`config.mk`:
```
export PLATFORM = sky130hd
export DESIGN_NAME = lsu_mem_stage
export DESIGN_NICKNAME = d
export VERILOG_FILES = /design/src/rtl/lsu_pkg.sv /design/src/rtl/lsu_mem_stage_load_align.sv /design/src/rtl/lsu_mem_stage.sv
export SDC_FILE = /design/constraint.sdc
export NUM_CORES = 1
export LEC_CHECK = 0
export CAP_MARGIN = 20
export CORE_MARGIN = 2
export CORE_UTILIZATION = 25
export DETAILED_ROUTE_END_ITERATION = 7
export PLACE_DENSITY = 0.61
export SETUP_SLACK_MARGIN = 0.5
export SLEW_MARGIN = 20
export SYNTH_ARGS = -nofsm -noshare
export SYNTH_HDL_FRONTEND = slang
export SYNTH_SLANG_ARGS = --single-unit
```
`constraint.sdc`:
```
create_clock -name clk_i -period 2.25 [get_ports clk_i]
set_input_delay 0.3375 -clock clk_i [delete_from_list [all_inputs] [get_ports clk_i]]
set_output_delay 0.3375 -clock clk_i [all_outputs]
set_load 0.02 [all_outputs]
```
`src/rtl/lsu_pkg.sv`:
```
// Shared types and helpers for the load/store unit.
// Misaligned trapping is built with LSU_MISALIGN_TRAP_EN.
package lsu_pkg;

  typedef enum logic [1:0] {
    IDLE,
    REQ,
    WAIT,
    WB
  } lsu_state_e;

  typedef enum logic [1:0] {
    SZ_B,
    SZ_H,
    SZ_W
  } lsu_size_e;

  localparam logic [2:0] F3_B  = 3'b000;
  localparam logic [2:0] F3_H  = 3'b001;
  localparam logic [2:0] F3_W  = 3'b010;
  localparam logic [2:0] F3_BU = 3'b100;
  localparam logic [2:0] F3_HU = 3'b101;

  // Reserved encodings fall back to a word access.
  function automatic lsu_size_e size_of(
    input logic       we,
    input logic [2:0] f3
  );
    lsu_size_e s;
    s = SZ_W;
    unique case (1'b1)
      f3 == F3_B:          s = SZ_B;
      f3 == F3_H:          s = SZ_H;
      !we && f3 == F3_BU:  s = SZ_B;
      !we && f3 == F3_HU:  s = SZ_H;
      default:             s = SZ_W;
    endcase
    return s;
  endfunction

  function automatic logic [3:0] be_gen(
    input lsu_size_e  sz,
    input logic [1:0] off
  );
    logic [3:0] be;
    be = 4'b1111;
    unique case (sz)
      SZ_B:    be = 4'b0001 << off;
      SZ_H:    be = 4'b0011 << {off[1], 1'b0};
      default: be = 4'b1111;
    endcase
    return be;
  endfunction

endpackage

```
`src/rtl/lsu_mem_stage_load_align.sv`:
```
// Load lane select and sign/zero extension.
// Halfwords use lane {off[1],0}; words use the full read word.
module lsu_load_align
  import lsu_pkg::*;
(
  input  logic [31:0] rdata_i,
  input  logic [1:0]  off_i,
  input  logic [2:0]  funct3_i,
  output logic [31:0] data_o
);

  lsu_size_e   sz;
  logic [7:0]  b;
  logic [15:0] h;
  logic        sext;

  assign sz   = size_of(1'b0, funct3_i);
  assign b    = rdata_i[{off_i, 3'b000} +: 8];
  assign h    = off_i[1] ? rdata_i[31:16]
                         : rdata_i[15:0];
  assign sext = ~funct3_i[2];

  always_comb begin
    data_o = rdata_i;
    unique case (sz)
      SZ_B:    data_o = {{24{sext & b[7]}}, b};
      SZ_H:    data_o = {{16{sext & h[15]}}, h};
      default: data_o = rdata_i;
    endcase
  end

endmodule

```
`src/rtl/lsu_mem_stage.sv`:
```
// Load/store unit: req/gnt/rvalid port, load align, write-back.
// LSU_MISALIGN_TRAP_EN: trap misaligned H/W instead of forcing lanes.
module lsu_mem_stage
  import lsu_pkg::*;
#(
  parameter int AW = 32,
  parameter int DW = 32
) (
  input  logic          clk_i,
  input  logic          rstn_i,
  input  logic          req_i,
  input  logic          we_i,
  input  logic [2:0]    funct3_i,
  input  logic [AW-1:0] addr_i,
  input  logic [DW-1:0] wdata_i,
  input  logic [4:0]    rd_i,
  output logic          busy_o,
  output logic          mem_req_o,
  output logic          mem_we_o,
  output logic [3:0]    mem_be_o,
  output logic [AW-1:0] mem_addr_o,
  output logic [DW-1:0] mem_wdata_o,
  input  logic          mem_gnt_i,
  input  logic          mem_rvalid_i,
  input  logic [DW-1:0] mem_rdata_i,
  output logic [DW-1:0] ld_data_o,
  output logic          dr_en_o,
  output logic          rwr_en_o,
  output logic [4:0]    rd_o,
  output logic          misalign_o
);

  lsu_state_e    state_q, state_d;
  logic          we_q;
  logic [2:0]    f3_q;
  logic [AW-1:0] addr_q;
  logic [DW-1:0] wdata_q;
  logic [4:0]    rd_q;
  logic [DW-1:0] ld_q;
  logic [DW-1:0] algn;
  logic [DW-1:0] rep;
  lsu_size_e     sz_q;
  logic          take;
  logic          trap;
  logic          in_req;
  logic          in_wb;

  assign take = (state_q == IDLE) && req_i;

`ifdef LSU_MISALIGN_TRAP_EN
  lsu_size_e sz_in;
  logic      mis_q;

  assign sz_in = size_of(we_i, funct3_i);
  assign trap  = (sz_in == SZ_H && addr_i[0])
              || (sz_in == SZ_W && addr_i[1:0] != 2'b00);
  assign misalign_o = mis_q;

  always_ff @(posedge clk_i or negedge rstn_i) begin
    if (!rstn_i) mis_q <= 1'b0;
    else         mis_q <= take && trap;
  end
`else
  assign trap       = 1'b0;
  assign misalign_o = 1'b0;
`endif

  always_comb begin
    state_d = state_q;
    unique case (state_q)
      IDLE: if (take && !trap) state_d = REQ;
      REQ:  if (mem_gnt_i) state_d = we_q ? IDLE : WAIT;
      WAIT: if (mem_rvalid_i) state_d = WB;
      WB:   state_d = IDLE;
    endcase
  end

  always_ff @(posedge clk_i or negedge rstn_i) begin
    if (!rstn_i) begin
      state_q <= IDLE;
      we_q    <= 1'b0;
      f3_q    <= 3'b000;
      addr_q  <= '0;
      wdata_q <= '0;
      rd_q    <= 5'd0;
      ld_q    <= '0;
    end else begin
      state_q <= state_d;
      if (take) begin
        we_q    <= we_i;
        f3_q    <= funct3_i;
        addr_q  <= addr_i;
        wdata_q <= wdata_i;
        rd_q    <= rd_i;
      end
      if (state_q == WAIT && mem_rvalid_i)
        ld_q <= algn;
    end
  end

  lsu_load_align u_align (
    .rdata_i  (mem_rdata_i),
    .off_i    (addr_q[1:0]),
    .funct3_i (f3_q),
    .data_o   (algn)
  );

  assign sz_q = size_of(we_q, f3_q);

  always_comb begin
    rep = wdata_q;
    unique case (sz_q)
      SZ_B:    rep = {4{wdata_q[7:0]}};
      SZ_H:    rep = {2{wdata_q[15:0]}};
      default: rep = wdata_q;
    endcase
  end

  assign in_req = state_q == REQ;
  assign in_wb  = state_q == WB;

  assign busy_o      = state_q != IDLE;
  assign mem_req_o   = in_req;
  assign mem_we_o    = in_req & we_q;
  assign mem_be_o    = in_req ? be_gen(sz_q, addr_q[1:0])
                              : 4'b0000;
  assign mem_addr_o  = in_req ? {addr_q[AW-1:2], 2'b00}
                              : '0;
  assign mem_wdata_o = in_req ? rep : '0;

  assign ld_data_o = ld_q;
  assign dr_en_o   = in_wb;
  assign rwr_en_o  = in_wb && rd_q != 5'd0;
  assign rd_o      = in_wb ? rd_q : 5'd0;

endmodule

```
# Yosys cells after proc, flatten, opt, wreduce, memory -nomap -nowiden
# Cells that the tools add are included.
dict set report word_totals {
  ff_bits 107
  latch_bits 0
  mem_bits_rw 0
  mem_bits_ro 0
  in_bits 110
  output_inout_bits 111
  wordCells 57
  memories 0
}
dict set report classes {
  addsub 0
  mul 0
  div_mod_pow 0
  order_cmp 0
  eq_ne 11
  shift 3
  muxes 15
  bitwise_logic 4
  n_reduce_logical 17
}
# op count
set ops {}
lappend ops {{$pmux W32 S2} 2}
lappend ops {{$mux W32} 2}
lappend ops {{$shiftx A32 B6 Y8} 1}
lappend ops {{$mux W16} 1}
lappend ops {{$mux W2} 4}
lappend ops {{$pmux W2 S2} 2}
lappend ops {{$pmux W2 S4} 1}
lappend ops {{$pmux W4 S2} 1}
lappend ops {{$reduce_or A2 Y1} 4}
lappend ops {{$eq A2 B1 Y1 const B} 3}
lappend ops {{$eq A3 B3 Y1 const B} 2}
lappend ops {{$logic_not A2 Y1} 3}
lappend ops {{$ne A2 B2 Y1 const B} 3}
lappend ops {{$logic_and A1 B1 Y1} 5}
lappend ops {{$mux W5} 1}
lappend ops {{$reduce_bool A5 Y1} 1}
lappend ops {{$eq A2 B2 Y1 const B} 2}
lappend ops {{$mux W4} 1}
lappend ops {{$shl A1 B2 Y4 const A} 1}
lappend ops {{$shl A2 B2 Y4 const A} 1}
lappend ops {{$and A1 B1 Y1} 3}
lappend ops {{$eq A3 B1 Y1 const B} 1}
lappend ops {{$logic_not A3 Y1} 1}
lappend ops {{$reduce_and A3 Y1} 1}
lappend ops {{other kinds (3)} 3}

# Depth between registers and ports, before layout
# Gate-level depths: netlist (run 1).
dict set report depth {
  depth_word 7
  depth_mapped 6
  mapped_depth_nobuf 5
}

# Modules after synthesis
# Synthesis (run 1) repeated with hierarchy kept, for this count alone.
dict set report unflattened {
  cells_unflattened 503
  hier_area_um2 5642.9
}
# mod instances cells_each area_each_um2 seq_area_each_um2
set modules_own_cells {}
lappend modules_own_cells {lsu_mem_stage 1 382 4902.2 2677.6}
lappend modules_own_cells {lsu_load_align 1 121 740.7 0.0}

# Least setup slack after synthesis (run 1)
# Ideal clock, no wire load.
dict set report synth_timing {
  kind {reg-to-output}
  startpoint {reg f3_q[2]}
  endpoint {out mem_wdata_o[24]}
  arrival_ns 1.510
  setup_slack_ns 0.403
  stages_incl_launch_ff 6
  path_cell_list {dfrtp_1 > clkbuf_1 > a21oi_1 > buf_2 > nor2_1 > nor3_1}
}
dict set report synth_between {
  elab_chain_len 7
  word_cells_on_any_way 13
  cone_classes {eq/ne: 4; mux: 3; reduce/logical: 6}
}
# element line
set synth_lines {}
lappend synth_lines {{start: declaration} lsu_mem_stage.sv:35} ;# logic [2:0] f3_q;
lappend synth_lines {{start signal: assignment} lsu_mem_stage.sv:91} ;# f3_q <= funct3_i;
lappend synth_lines {{$eq A3 B3 Y1, on equally long branches} {lsu_pkg.sv:35, lsu_pkg.sv:34}}
lappend synth_lines {{$logic_and A1 B1 Y1, on equally long branches} {lsu_pkg.sv:35, lsu_pkg.sv:34}}
lappend synth_lines {{$reduce_or A2 Y1 (no source line)} --}
lappend synth_lines {{$pmux W2 S2 (*)} lsu_pkg.sv:31} ;# unique case (1'b1)
lappend synth_lines {{$eq A2 B1 Y1 or $logic_not A2 Y1 (tied branches)} lsu_mem_stage.sv:112} ;# unique case (sz_q)
lappend synth_lines {{$pmux W32 S2 (*)} lsu_mem_stage.sv:112}
lappend synth_lines {{$mux W32 (*)} lsu_mem_stage.sv:129} ;# assign mem_wdata_o = in_req ? rep : '0;
lappend synth_lines {{end: declaration} lsu_mem_stage.sv:22} ;# output logic [DW-1:0] mem_wdata_o,
# Every way passes the cells marked *; elsewhere a longest branch is shown, timed or not.

# Worst setup path after layout (run 1)
dict set report layout_timing {
  startpoint {reg f3_q[2]}
  endpoint {out mem_wdata_o[31]}
}
# The elaborated chain is that of the path after synthesis.

==> results of run 1 <==
## flip-flops by register name (all words and copies together) (netlist names), named ones only
signal     flops
addr_q        32
ld_data_o     32
wdata_q       32
rd_q           5
f3_q           3
state_q        1
we_q           1
## synth_stat cells (2+ instances only)
library cell  count
a21bo_2          16
mux2_2           70
and3_1            5
nor3b_1          15
nand3b_1          2
nand2_1          33
a21oi_1          46
clkbuf_1         21
and2_1           40
buf_2            11
buf_6             9
mux2i_1          25
nor3_1            8
inv_1            11
a22o_1            7
mux2_1            6
buf_4             8
a21o_1            3
a221oi_1         24
o21ai_0          17
buf_1             2
dfrtp_1         107
and3b_1           9
nor2_1           24
a31oi_1          16
nor2b_1           2
## final timing paths
check	slack, ns	depth (start not counted)	end	startpoint
setup / recovery	0.14	6	mem_wdata_o[31]	f3_q[2]
hold / removal	0.43	2	wdata_q[16]	rstn_i
setup reg to reg	0.25	8	addr_q[0]	state_q[0]
hold reg to reg	0.51	1	addr_q[5]	addr_q[5]
max in group asynchronous	1.11	3	rd_q[0]	rstn_i
min in group clk_i	0.51	1	addr_q[5]	addr_q[5]
## routing by layer
| metal | vias up | GRT usage | wire [µm] |
|---|---|---|---|
| li1 | 2559 | - | - |
| met1 | 2832 | 0.219 | 10500 |
| met2 | 155 | 0.286 | 11700 |
| met3 | 24 | 0.0427 | 1500 |
| met4 | 2 | 0.0494 | 359 |
| met5 | - | 0 | 16 |
## cell families after synthesis
group / synth area share
muxes: 0.187
DFF: 0.453
buffers and inverters: 0.0591
and+or+nand+nor: 0.140
AOI/OAI and AO/OA: 0.160
other: 0.000635
## final cells by class
cell class,count,area share
repair buffers,315,0.348
diodes,2,0.000460
clock inverters,6,0.00506
flip-flops and latches,107,0.247
well taps,319,0.0367
inverters,11,0.00449
multi-input cells,387,0.338
clock buffers,10,0.0211
## power breakdown
part | internal (mW) | switching (mW)
Clock | 0.781 | 0.829
Combinational | 6.58 | 5.13
Sequential | 2.90 | 0.959
## layout by cell type, fill, tap and decap left out, types with 7 or more instances in the layout
master           synthesis  layout
a21bo_2                 16      16
a21oi_1                 46      34
a21oi_2                  0      11
a221oi_1                24      24
a22o_1                   7       7
a31oi_1                 16      13
and2_4                   0      40
and3b_1                  9       8
buf_12                   0      25
buf_16                   0       9
buf_4                    8      44
buf_6                    9      76
buf_8                    0       7
clkbuf_16                0      19
clkdlybuf4s50_1          0     136
dfrtp_1                107     103
inv_1                   11       9
mux2_2                  70       8
mux2_4                   0      68
mux2i_1                 25      24
nand2_1                 33      24
nor2_1                  24      19
nor3_2                   0       7
nor3b_1                 15       7
o21ai_0                 17       8
## through the flow
| step | setup TNS, ns | cell area, µm² | instances | worst slack [ns] | power (mW) |
|---|---|---|---|---|---|
| after global routing | 0 | 10900 | 1155 | 0.0569 | 18.0 |
| final | 0 | 10900 | 1157 | 0.137 | 17.2 |
| after CTS | 0 | 9560 | 1115 | 0.144 | 14.9 |
| after global placement | -0.125 | 8520 | 1062 | -0.0331 | 11.3 |
| after floorplan | 0 | 5980 | 555 | 0.509 | 8.11 |
| after detailed placement | -0.463 | 8530 | 1062 | -0.0620 | 11.4 |
## worst max-delay path, cell delays in order, from the launching register on
cell and delay [ns]:
dfrtp_2 0.50, a21oi_4 0.24, buf_12 0.14, buf_16 0.13
nor2_4 0.03, a211oi_2 0.20, buf_4 0.17
## what timing repair did
item                                    CTS  global route
gates cloned                             12            15
endpoints found under the setup margin  126           183
setup buffers                            24            25
pin swaps                                23            42
hold endpoints to repair                 18             0
gates resized for setup                 477           219
hold buffers                              1             0
==> run metrics, run 1 <==
outcome finished, final reports clean; final layout net count between 900 and 1000; sequential share of the synthesized area 0.453; worst-path fanout max 7; post-synthesis cell type count 42; core region area 0.0233 mm²; later-pin clock latency in the skew report 0.37 ns; Avg WL per Cell 20.8 µm; Initial Utilization 0.253; DRT Pass-1 Iters 5; hpwl dp ~14000 µm; # setup viols final 0; Pleak 4.79 nW; H-tree Lvls 3; drt drc 0; CTS root buf clkbuf_16; TritonCTS buffer count 9; Die Area 0.0249 mm²; first-pass GRT wire length 32100 µm; total number of vias 5572; clock sink count 107; asr flop ratio synth 1.00; 1st-iter DRT viols 287; CP startpoint kind flop; CP required roughly 1.9 ns; Final Wtd Congestion 0.801; CP endpoint kind output port; HP Class in -> async; cell area after synthesis 0.00591 mm²; area delta synth->final 84.1%; syn_area_per_cell between 10 and 15 µm²; Seq cells post-synth 107; vias in the first global route 5378; min cycle time layout 2.11 ns; pin count of the biggest net entering global routing 60; RSZ-0062 raised after global routing true; clock buffer depth 2; drt total wl 24000 µm; CTS tree done; Max Freq about 470 MHz; Hold Slack 0.429 ns; Slew Viols, Final 0; Final Hold Viols 0; PD cells roughly 1600 mW/mm²; sequential standard cell area 0.00268 mm²; PortBufs between 200 and 250; dominant cells by area after synthesis dfrtp_1 (45%), mux2_2 (13%), and2_1 (4.2%); die height 158 µm; max-capacitance violation count 0; Top Ports 221; CP Class reg -> out; grt total ovfl 0; Post-Syn Instances ~550; period utilization 0.939; die width about 160 µm; final core utilization 0.466; fill cell count 2147; Routed Antenna Nets 0; Critical Path AT 1.78 ns; Total Routing Usage GR 0.171; Yosys top cell area share 0.453; largest area contributor in the netlist dfrtp_1; Clk pin slew, worst setup/hold paths 0.09 ns; initial antenna violation count 2; layout cells sized above 1 0.477; multi-input logic area 0.00367 mm²; Final Skew 0.0138 ns; number of synthesized flops with an enable pin 0; Ys Warns 0; row cnt 56; via-per-instance ratio 4.82; top_reg_cell synth dfrtp_1; maximum vdd drop between 0.7 and 0.8 mV
No activity file was read; power rests on OpenSTA's default activity.
==> run 2, diff against run 1 <==
--- a/config.mk
+++ b/config.mk
@@ -9,7 +9,6 @@
 export CORE_MARGIN = 2
 export CORE_UTILIZATION = 25
 export DETAILED_ROUTE_END_ITERATION = 7
-export PLACE_DENSITY = 0.61
 export SETUP_SLACK_MARGIN = 0.5
 export SLEW_MARGIN = 20
 export SYNTH_ARGS = -nofsm -noshare
==> run metrics, run 2 (same netlist as run 1, synthesis figures left out) <==
Max Freq 489 MHz (was 473 MHz); Finished Cell Area 0.00953 mm² (was 0.0109 mm²); vias in the first global route 5355 (was 5378); dpl cell area 0.00858 mm² (was 0.00853 mm²); grt total ovfl 0 (unchanged); period utilization 0.910 (was 0.939); final core utilization 0.408 (was 0.466); Slew Viols, Final 0 (unchanged); Total Routing Usage GR 0.163 (was 0.171); PD cells 1490 mW/mm² (was 1580 mW/mm²); RSZ-0062 raised after global routing true (unchanged); CP startpoint kind flop (unchanged); via-per-instance ratio 4.72 (was 4.82); drt total wl 20800 µm (was 24000 µm); slew margin rel. 0.613; final cell count without fillers 1118 (was 1157); Clk pin slew, worst setup/hold paths 0.09 ns (about the same); later-pin clock latency in the skew report 0.37 ns (about the same); die height 158 µm (unchanged); Avg WL per Cell 18.6 µm (was 20.8 µm); core region area 0.0233 mm² (unchanged); max-capacitance violation count 0 (unchanged); FF-to-FF path depth 9 (was 8); Min-Delay Endpoint addr_q[3]; Pleak 4.15 nW (was 4.79 nW); Initial Utilization 0.253 (unchanged); Hold Path Depth 1; total number of vias 5276 (was 5572); pin count of the biggest net entering global routing 64 (was 60); HP Class reg -> reg (was in -> async); Critical Path AT 1.71 ns (was 1.78 ns); first-pass GRT wire length 30700 µm (was 32100 µm); TritonCTS buffer count 9 (unchanged); post-layout power 14.2 mW (was 17.2 mW); hpwl dp 14200 µm (was 14000 µm); R2R Path End addr_q[29] (was addr_q[0]); H-tree Lvls 3 (unchanged); clock sink count 107 (unchanged); pre-CTS WS 0.119 ns (was -0.0620 ns); # setup viols final 0 (unchanged); clock buffer depth 2 (unchanged); drt drc 0 (unchanged); maximum vdd drop 0.566 mV (was 0.790 mV); outcome finished, final reports clean (unchanged); hold_sp addr_q[3]; Final Wtd Congestion 0.795 (was 0.801); commonest non-fill, non-tap cell in the layout clkdlybuf4s50_1 (unchanged); die width 158 µm (unchanged); area delta synth->final 61.3% (was 84.1%); initial antenna violation count 3 (was 2); min cycle time layout 2.05 ns (was 2.11 ns); Fin Setup TNS 0 ns (unchanged); DRT Pass-1 Iters 5 (unchanged); PortBufs 217 (unchanged); placed cell count 1068 (was 1062); commonest cells after routing, fill and taps aside clkdlybuf4s50_1 (137), dfrtp_1 (104), buf_4 (76) (was clkdlybuf4s50_1 (136), dfrtp_1 (103), buf_6 (76)); CTS tree done (unchanged); final layout net count 903 (was 941); CP endpoint kind output port (unchanged); CP Class reg -> out (unchanged); 1st-iter DRT viols 309 (was 287); Worst-Margin Slew 0.580 ns; CP required 1.91 ns (about the same); Final Skew 0.0170 ns (was 0.0138 ns); CTS root buf clkbuf_16 (unchanged); final worst slack 0.203 ns (was 0.137 ns); Routed Antenna Nets 0 (unchanged); layout cells sized above 1 0.360 (was 0.477); worst-path fanout max 10 (was 7); Final Hold Viols 0 (unchanged); row cnt 56 (unchanged); reg2reg setup slack 0.32 ns (was 0.25 ns); Hold Slack 0.485 ns (was 0.429 ns); Die Area 0.0249 mm² (unchanged); Top Ports 221 (unchanged)
-- run 2: cell types whose count changed in the layout (fill, tap and decap cells not counted), sizes merged, moves of 2 or more --
cell,delta
a211o,-2
buf,-28
clkbuf,-10
clkdlybuf4s15,+2
clkinv,+3
dlymetal6s2s,-2
inv,-2
-- run 2: worst max path at each step --
| stage | from | depth (start not counted) | endpoint | slack (ns) |
|---|---|---|---|---|
| 4_1_cts | we_q | 5 | mem_be_o[1] | 0.18 |
| 5_1_grt | we_q | 5 | mem_be_o[1] | 0.13 |
| 3_5_place_dp | we_q | 5 | mem_wdata_o[27] | 0.12 |
| 6_report | we_q | 5 | mem_be_o[1] | 0.20 |
| 2_1_floorplan | f3_q[0] | 4 | mem_wdata_o[10] | 0.51 |
| 3_3_place_gp | we_q | 5 | mem_wdata_o[25] | 0.15 |
-- run 2: timing repair --
action / CTS / global route
setup endpoints to repair: 173 / 167
pin swaps: 4 / 6
cloned: 6 / 1
hold endpoints to repair: 36 / 0
setup buffers: 19 / 6
gates resized for setup: 408 / 84
hold buffers: 1 / 0
-- run 2: critical path: stages, from the launching register on --
cell             delay [ns]
dfrtp_2                0.46
a211oi_2               0.25
buf_6                  0.18
a21o_1                 0.13
a21oi_1                0.06
clkdlybuf4s15_2        0.26
-- run 2: routing by layer --
layer	share of wire	GRT usage	vias to the layer above	wire, µm
li1	-	-	2468	-
met1	0.45	0.213	2640	9330
met2	0.47	0.259	136	9840
met3	0.057	0.0394	28	1190
met4	0.022	0.0636	4	449
met5	0.0013	0	-	28
-- run 2: final cells by class --
type                    instances  area [µm²]
multi-input cells             385        3210
clock buffers                   9         225
diodes                          1        2.50
repair buffers                279        2880
well taps                     319         399
inverters                      11        46.3
clock inverters                 7        88.8
fillers                      2294       13800
flip-flops and latches        107        2680
-- run 2: power breakdown --
| group | total [mW] | internal, mW | switching, mW |
|---|---|---|---|
| clock | 1.68 | 0.804 | 0.874 |
| combinational | 8.88 | 4.56 | 4.32 |
| sequential | 3.65 | 2.90 | 0.750 |
==> run 3, diff against run 2 <==
==> constraint.sdc (replaced) <==
create_clock -name clk_i -period 2.25 [get_ports clk_i]
set_input_delay 0.675 -clock clk_i [delete_from_list [all_inputs] [get_ports clk_i]]
set_output_delay 0.675 -clock clk_i [all_outputs]
set_load 0.02 [all_outputs]
==> run metrics, run 3 (same netlist as run 1, synthesis figures left out) <==
worst-path fanout max 5 (was 10); maximum vdd drop 0.634 mV (was 0.566 mV); Top Ports 221 (unchanged); later-pin clock latency in the skew report 0.36 ns (was 0.37 ns); die width 158 µm (unchanged); area delta synth->final 83.3% (was 61.3%); Slew Viols, Final 0 (unchanged); commonest cells after routing, fill and taps aside clkdlybuf4s50_1 (106), buf_6 (106), dfrtp_1 (102) (was clkdlybuf4s50_1 (137), dfrtp_1 (104), buf_4 (76)); RSZ-0062 raised after global routing true (unchanged); Clk pin slew, worst setup/hold paths 0.07 ns (was 0.09 ns); failing checks negative setup slack; Initial Utilization 0.253 (unchanged); CTS tree done (unchanged); Finished Cell Area 0.0108 mm² (was 0.00953 mm²); CP startpoint kind flop (unchanged); Final Wtd Congestion 0.846 (was 0.795); Final Skew 0.00659 ns (was 0.0170 ns); max-capacitance violation count 0 (unchanged); Hold Slack 0.299 ns (was 0.485 ns); pin count of the biggest net entering global routing 64 (unchanged); drt drc 0 (unchanged); PD cells 1560 mW/mm² (was 1490 mW/mm²); Critical Path AT 1.75 ns (was 1.71 ns); post-layout power 16.9 mW (was 14.2 mW); CP Class reg -> out (unchanged); layout cells sized above 1 0.519 (was 0.360); dpl cell area 0.00905 mm² (was 0.00858 mm²); row cnt 56 (unchanged); Fin Setup TNS -4.51 ns (was 0 ns); Total Routing Usage GR 0.172 (was 0.163); pre-CTS WS -0.196 ns (was 0.119 ns); Pleak 4.71 nW (was 4.15 nW); final cell count without fillers 1155 (was 1118); Max Freq 413 MHz (was 489 MHz); TritonCTS buffer count 9 (unchanged); die height 158 µm (unchanged); PortBufs 217 (unchanged); HP Class in -> async (was reg -> reg); outcome finished, violations left (was finished, final reports clean); final layout net count 938 (was 903); drt total wl 22200 µm (was 20800 µm); first-pass GRT wire length 32800 µm (was 30700 µm); hpwl dp 14100 µm (was 14200 µm); period utilization 1.08 (was 0.910); H-tree Lvls 3 (unchanged); via-per-instance ratio 4.74 (was 4.72); core region area 0.0233 mm² (unchanged); vias in the first global route 5534 (was 5355); Avg WL per Cell 19.2 µm (was 18.6 µm); clock buffer depth 2 (unchanged); min cycle time layout 2.42 ns (was 2.05 ns); Final Hold Viols 0 (unchanged); final worst slack -0.171 ns (was 0.203 ns); placed cell count 1081 (was 1068); DRT Pass-1 Iters 5 (unchanged); grt total ovfl 0 (unchanged); # setup viols final 42 (was 0); hold_buf cts 0 (was 1); clock sink count 107 (unchanged); reg2reg setup slack 0.15 ns (was 0.32 ns); Worst-Margin Slew 0.542 ns (was 0.580 ns); CP endpoint kind output port (unchanged); slew margin rel. 0.638 (was 0.613); Die Area 0.0249 mm² (unchanged); Routed Antenna Nets 0 (unchanged); CTS root buf clkbuf_16 (unchanged); 1st-iter DRT viols 276 (was 309); initial antenna violation count 5 (was 3); CP required 1.57 ns (was 1.91 ns); final core utilization 0.464 (was 0.408); total number of vias 5471 (was 5276)
==> run 3: timing repair <==
| item | in CTS | in global routing |
|---|---|---|
| setup buffers | 24 | 15 |
| gates cloned | 11 | 5 |
| resized for setup | 630 | 114 |
| pin swaps | 26 | 20 |
| endpoints found under the setup margin | 196 | 193 |
==> run 3: cell type report <==
type	instances	area, µm²
diodes	3	7.51
clock buffers	11	243
clock inverters	5	60.1
fillers	2141	12500
inverters	11	46.3
multi-input cells	389	3880
flip-flops and latches	107	2680
well taps	319	399
repair buffers	310	3510
==> run 3: critical path, cell delays in order (launching register included) <==
cell and delay, ns:
dfrtp_2 0.48, buf_12 0.16, a211o_2 0.38, o21ai_2 0.19, nor3_4 0.07, buf_6 0.13
==> run 3: final timing paths <==
check	start	end	cells after the start
min in group clk_i	ld_data_o[3]	ld_data_o[3]	1
max reg2reg	flop	wdata_q[8]	10
max	we_q	mem_wdata_o[25]	5
max in group asynchronous	rstn_i	ld_data_o[29]	2
min	rstn_i	ld_data_o[8]	1
min reg2reg	ld_data_o[3]	ld_data_o[3]	1
==> run 3: routing by layer <==
metal  global-route usage  up-vias  wire (µm)
met2                0.275      177      10500
li1                     -     2549          -
met5                    0        -         22
met4               0.0636        4        630
met3               0.0506       34       1560
met1                0.221     2707       9440
==> run 3: where the power goes <==
| part | leakage, nW | switching, mW | internal (mW) | total [mW] |
|---|---|---|---|---|
| clock | 0.147 | 0.774 | 0.903 | 1.68 |
| sequential | 1.26 | 0.864 | 2.90 | 3.77 |
| combinational | 3.30 | 5.23 | 6.22 | 11.4 |
| total | 4.71 | 6.86 | 10.0 | 16.9 |
